$ cat config.mk
export PLATFORM = sky130hd
export DESIGN_NAME = pong_match_controller
export DESIGN_NICKNAME = d
export VERILOG_FILES = /design/src/rtl/pong_match_controller.sv
export SDC_FILE = /design/constraint.sdc
export NUM_CORES = 1
export LEC_CHECK = 0
export ABC_AREA = 1
export BUFFER_PORTS_ARGS = -buffer_cell sky130_fd_sc_hd__buf_2
export CORE_MARGIN = 2
export CORE_UTILIZATION = 54
export DETAILED_ROUTE_END_ITERATION = 12
export GPL_TIMING_DRIVEN = 0
export HOLD_SLACK_MARGIN = 0.15
export PLACE_DENSITY = 0.74
export SYNTH_ARGS = -nofsm -noshare
export SYNTH_HDL_FRONTEND = slang
export SYNTH_SLANG_ARGS = --single-unit
$ cat constraint.sdc
create_clock -name clock -period 2.7 [get_ports clock]
set_input_delay 0.27 -clock clock [delete_from_list [all_inputs] [get_ports clock]]
set_output_delay 0.27 -clock clock [all_outputs]
set_load 0.02 [all_outputs]
$ cat src/rtl/pong_match_controller.sv
// Pong match sequencer: serve timing, hit/miss judging, scoring and winner.
// Latency: a miss is reflected in match_state one cycle after the ball input moves.
// Backpressure: none; the ball controller is held in reset outside of PLAY.
// Optional build macro: PONG_RALLY_COUNT_EN adds the rally_count output.
module pong_match_controller #(
  parameter int GAME_WIDTH    = 40,
  parameter int GAME_HEIGHT   = 30,
  parameter int PADDLE_HEIGHT = 6,
  parameter int SERVE_TICKS   = 25000000,
  parameter int WIN_SCORE     = 9
) (
  input  logic       clock,
  input  logic       reset,
  input  logic       start,
  input  logic [5:0] ball_x,
  input  logic [5:0] ball_y,
  input  logic [5:0] p1_paddle_y,
  input  logic [5:0] p2_paddle_y,
  output logic       ball_reset_n,
  output logic [3:0] p1_score,
  output logic [3:0] p2_score,
  output logic [1:0] winner,
  output logic [2:0] match_state,
`ifdef PONG_RALLY_COUNT_EN
  output logic [7:0] rally_count,
`endif
  output logic       point_pulse
);

  typedef enum logic [2:0] {
    IDLE      = 3'd0,
    SERVE     = 3'd1,
    PLAY      = 3'd2,
    POINT     = 3'd3,
    GAME_OVER = 3'd4
  } state_t;

  // Serve counter only needs to reach SERVE_TICKS-1.
  localparam int CNT_W = (SERVE_TICKS > 1) ? $clog2(SERVE_TICKS) : 1;
  localparam logic [CNT_W-1:0] SERVE_LAST = CNT_W'(SERVE_TICKS - 1);
  localparam logic [5:0] RIGHT_COL = 6'(GAME_WIDTH - 1);
  localparam logic [6:0] BOTTOM_ROW = 7'(GAME_HEIGHT - 1);
  localparam logic [6:0] PAD_SPAN = 7'(PADDLE_HEIGHT - 1);
  localparam logic [3:0] WIN = 4'(WIN_SCORE);

  state_t state;
  state_t next_state;

  logic             start_q;
  logic             start_rise;
  logic [CNT_W-1:0] serve_cnt;
  logic [5:0]       prev_x;
  logic [5:0]       prev_y;
  logic             scorer_p2;

  logic [6:0] p1_end_raw;
  logic [6:0] p2_end_raw;
  logic [5:0] p1_end;
  logic [5:0] p2_end;
  logic       step;
  logic       p1_hit;
  logic       p2_hit;
  logic [3:0] p1_inc;
  logic [3:0] p2_inc;

  // Control strobes from the next-state logic.
  logic cnt_clr;
  logic prev_load;
  logic miss_evt;
  logic miss_by_p1;
  logic hit_evt;
  logic score_commit;
  logic scores_clr;

  assign start_rise = start & ~start_q;
  assign step = (ball_x != prev_x) || (ball_y != prev_y);

  // Paddle bottom row in 7 bits so a paddle near the floor cannot wrap.
  assign p1_end_raw = {1'b0, p1_paddle_y} + PAD_SPAN;
  assign p2_end_raw = {1'b0, p2_paddle_y} + PAD_SPAN;
  assign p1_end = (p1_end_raw > BOTTOM_ROW) ? BOTTOM_ROW[5:0] : p1_end_raw[5:0];
  assign p2_end = (p2_end_raw > BOTTOM_ROW) ? BOTTOM_ROW[5:0] : p2_end_raw[5:0];

  assign p1_hit = (ball_y >= p1_paddle_y) && (ball_y <= p1_end);
  assign p2_hit = (ball_y >= p2_paddle_y) && (ball_y <= p2_end);

  // Candidate scores after a point; never step past the winning score.
  assign p1_inc = (p1_score < WIN) ? p1_score + 4'd1 : p1_score;
  assign p2_inc = (p2_score < WIN) ? p2_score + 4'd1 : p2_score;

  assign match_state = state;

  // State register.
  always_ff @(posedge clock) begin
    if (reset) begin
      state <= IDLE;
    end else begin
      state <= next_state;
    end
  end

  // Next-state decode and datapath control strobes.
  always_comb begin
    next_state   = state;
    cnt_clr      = 1'b0;
    prev_load    = 1'b0;
    miss_evt     = 1'b0;
    miss_by_p1   = 1'b0;
    hit_evt      = 1'b0;
    score_commit = 1'b0;
    scores_clr   = 1'b0;
    case (state)
      IDLE: begin
        if (start_rise) begin
          next_state = SERVE;
          cnt_clr    = 1'b1;
        end
      end
      SERVE: begin
        if (serve_cnt == SERVE_LAST) begin
          next_state = PLAY;
          // Sync the step detector to the parked ball so PLAY starts quiet.
          prev_load  = 1'b1;
        end
      end
      PLAY: begin
        if (step) begin
          prev_load = 1'b1;
          if (ball_x == 6'd0) begin
            if (p1_hit) begin
              hit_evt = 1'b1;
            end else begin
              miss_evt   = 1'b1;
              miss_by_p1 = 1'b1;
              next_state = POINT;
            end
          end else if (ball_x == RIGHT_COL) begin
            if (p2_hit) begin
              hit_evt = 1'b1;
            end else begin
              miss_evt   = 1'b1;
              next_state = POINT;
            end
          end
        end
      end
      POINT: begin
        score_commit = 1'b1;
        if ((scorer_p2 ? p2_inc : p1_inc) == WIN) begin
          next_state = GAME_OVER;
        end else begin
          next_state = SERVE;
          cnt_clr    = 1'b1;
        end
      end
      GAME_OVER: begin
        if (start_rise) begin
          next_state = SERVE;
          cnt_clr    = 1'b1;
          scores_clr = 1'b1;
        end
      end
      default: begin
        next_state = IDLE;
      end
    endcase
  end

  // Start edge detector.
  always_ff @(posedge clock) begin
    if (reset) begin
      start_q <= 1'b0;
    end else begin
      start_q <= start;
    end
  end

  // Serve hold counter: cleared on entry, free-runs while serving.
  always_ff @(posedge clock) begin
    if (reset) begin
      serve_cnt <= '0;
    end else if (cnt_clr) begin
      serve_cnt <= '0;
    end else if (state == SERVE) begin
      serve_cnt <= serve_cnt + 1'b1;
    end
  end

  // Last ball position seen, used to detect motion steps.
  always_ff @(posedge clock) begin
    if (reset) begin
      prev_x <= '0;
      prev_y <= '0;
    end else if (prev_load) begin
      prev_x <= ball_x;
      prev_y <= ball_y;
    end
  end

  // Remember who gets the point; consumed in the POINT cycle.
  always_ff @(posedge clock) begin
    if (reset) begin
      scorer_p2 <= 1'b0;
    end else if (miss_evt) begin
      scorer_p2 <= miss_by_p1;
    end
  end

  // Scores and winner.
  always_ff @(posedge clock) begin
    if (reset) begin
      p1_score <= '0;
      p2_score <= '0;
      winner   <= 2'd0;
    end else if (scores_clr) begin
      p1_score <= '0;
      p2_score <= '0;
      winner   <= 2'd0;
    end else if (score_commit) begin
      if (scorer_p2) begin
        p2_score <= p2_inc;
        if (p2_inc == WIN) winner <= 2'd2;
      end else begin
        p1_score <= p1_inc;
        if (p1_inc == WIN) winner <= 2'd1;
      end
    end
  end

  // Registered outputs decoded from the state being entered.
  always_ff @(posedge clock) begin
    if (reset) begin
      ball_reset_n <= 1'b0;
      point_pulse  <= 1'b0;
    end else begin
      ball_reset_n <= (next_state == PLAY);
      point_pulse  <= (next_state == POINT);
    end
  end

`ifdef PONG_RALLY_COUNT_EN
  // Paddle-hit counter for the current rally, saturating at 255.
  always_ff @(posedge clock) begin
    if (reset) begin
      rally_count <= 8'd0;
    end else if ((state == POINT) || ((next_state == SERVE) && (state != SERVE))) begin
      rally_count <= 8'd0;
    end else if (hit_evt && (rally_count != 8'hFF)) begin
      rally_count <= rally_count + 8'd1;
    end
  end
`else
  logic unused_hit;
  assign unused_hit = hit_evt;
`endif

endmodule

==> metrics.cfg <==
[floorplan]
die_y_um=87.4
fp.coreArea_mm2=0.00676
rows=30
start_util=0.556
dieArea_mm2=0.00764
die_w_um=87.4
boundaryPins=42

[logic_synthesis]
synth_fa_ha_area_frac=0.110
ys_seq_elements=54
syn_avg_cell_area_um2=6.77
ys_seq_area_frac=0.288
synth.distinct_cells=39
synth_top_family_by_area=simple AND/OR/NAND/NOR gates
ys_async_sr_fraction=0
synthMuxAreaShare=0
synth_compound_area_frac=0.0899
post_synth_and_or_nand_nor_area_fraction=0.358
synth_xor_xnor_area_share=0.0606
synth_edf_count=0
syn-instance-count=555
yosys_warnings=0
synth.cell_area_mm2=0.00376
synthFlopType=dfxtp_1

[critical_path]
critPathCaptureType=register
crit_path_start_kind=primary input
rr_worst_depth=14
crit_arrival_ps=2690
required_ps=2950
worstSetupPathType=primary input to register
worstPathMaxFanout=5
reg2reg_slack_ps=750

[placed_design]
hpwl_um=6040
post-place-ws_ps=-396
gp_congestion=0.818
port_buffers=40
dpl_cell_area_mm2=0.00406

[finish]
area_growth_pct=11.8
drive_above_1_share=0.146
nets=663
antenna_cells=0
postLayoutCellArea_mm2=0.00420
final_util=0.622

[sta]
min_period_over_period=0.905
fin_ws_ps=258
setup_viol=0
hold_violations=0
rsz0062_at_grt=no
drv_slew=0
worstMarginPinSlew_ps=681
period_needed_ps=2440
whs_ps=192
skew_ps=8.39
fmax_mhz=409
maxSlewHeadroom=0.543
tns_ps=0

[clock_network]
cts_setup_buffers=0
ctsHoldBuffers=0
insertion_delay_ps=300
clock-sinks=54
path_clk_slew_ps=90
numCtsBuffers=5
h-tree-depth=2
cts_tree=done
clockRootBuffer=clkbuf_8
clock_path_buffers=2

[global_route]
overflow=0
grt_pass1_vias=3085
track_usage=0.209
grt_pass1_wl_um=13100
grt_max_degree=16
antenna_found_initial=0

[route]
avgViaCountPerCell=5.10
post-route-drc-count=0
ant_nets=0
drt_first_pass_iters=4
wl_um=7610
wire_per_inst_um=11.1
vias=3487
initialDrtViolationCount=150

[power_and_ir_drop]
power_leakage_nw=2.01
power.density_mw_per_mm2=375
ir_drop_mv=0.174

[worst_hold_path]
hp-class=primary input to register
min_path_cells=3

[run_status]
outcome=complete, no violations

[flow_run]
drv_cap=0

state kept, by name (all words and copies together) (netlist names):
register      count
serve_cnt        25
winner            2
prev_y            6
point_pulse       1
p1_score          4
p2_score          4
scorer_p2         1
start_q           1
prev_x            6
ball_reset_n      1
match_state       3
placed cells by master (no fill, tap or decap), types with 3 or more instances in the layout:
cell type,count
clkbuf_8,5
inv_1,79
nand2_2,6
nor4_1,4
nor3_1,12
nor2_1,74
nor2_4,3
o21ai_0,11
a21oi_1,34
xor2_1,24
nand2_1,124
clkbuf_1,5
or2_2,6
nand3_2,3
a211oi_1,6
nand3_1,37
ha_1,33
buf_2,41
nand4_1,8
nor2_2,4
dfxtp_1,54
metal layers:
layer	vias to the layer above	track usage	share of wire
met3	8	0.0294	0.020
met1	1560	0.262	0.47
met2	48	0.371	0.50
met4	0	0.0573	0.014
li1	1871	-	-
met5	-	0	0
logic make-up (layout without fill, tap and decap cells):
logic type | after synthesis | count (layout)
AOI/OAI and AO/OA | 61 | 61
xor gates and xnor gates | 26 | 26
adders and majority gates | 33 | 33
buffers and inverters | 88 | 136
DFF | 54 | 54
other | 1 | 2
and+or+nand+nor | 292 | 292
path summary, 6_finish.rpt:
check | start | to
max reg2reg | p1_score[0] | point_pulse
min | start | start_q
max | p2_paddle_y[0] | point_pulse
min reg2reg | winner[1] | winner[1]
synthesized netlist by cell type (6+ instances only):
cell	instances	share of area
nand4_1	8	0.013
nor2_1	76	0.076
ha_1	33	0.11
nor3_1	12	0.016
dfxtp_1	54	0.29
inv_1	80	0.080
nand2_1	126	0.13
a211oi_1	6	0.012
xor2_1	24	0.056
or2_2	7	0.012
o21ai_0	13	0.017
a21oi_1	36	0.048
nand3_1	39	0.052
report_power, final:
part | switching [mW] | internal, mW | leakage, nW
clock | 0.245 | 0.278 | 0.0524
sequential | 0.00464 | 0.799 | 0.435
combinational | 0.155 | 0.0956 | 1.53
area by class of cell:
| type | instances | area [um^2] |
|---|---|---|
| inverter | 81 | 304 |
| clock buffer | 7 | 76.3 |
| fill | 625 | 2550 |
| sequential | 54 | 1080 |
| timing repair buffer | 40 | 200 |
| buffer | 7 | 46.3 |
| tap | 80 | 100 |
| multi-input combinational | 414 | 2360 |
| clock inverter | 1 | 30.0 |
stage by stage:
| stage | cells | power (mW) |
|---|---|---|
| after floorplan | 556 | 0.987 |
| after global placement | 676 | 1.05 |
| after detailed placement | 676 | 1.06 |
| after CTS | 684 | 1.58 |
| after global routing | 684 | 1.67 |
| final | 684 | 1.58 |
critical path, stage by stage:
cell and delay [ps]:
buf_2 130, ha_1 210, or2_4 270, nand3_2 80
nand2_2 80, nor2_1 110, a21oi_1 80, o21ai_2 190
inv_2 60, nand2_1 50, inv_1 40, ha_1 250
nand2_1 70, nor2_2 100, nand2_1 60, nand3_1 70
nand2_1 80, a21oi_2 140, nand2_1 100, nand3_2 110
nand2_1 60, inv_1 70
what timing repair did:
item	in CTS	in global routing
pin swaps	0	5
gates resized for setup	1	12
endpoints found under the setup margin	4	4
No activity file was read; power rests on OpenSTA's default activity.
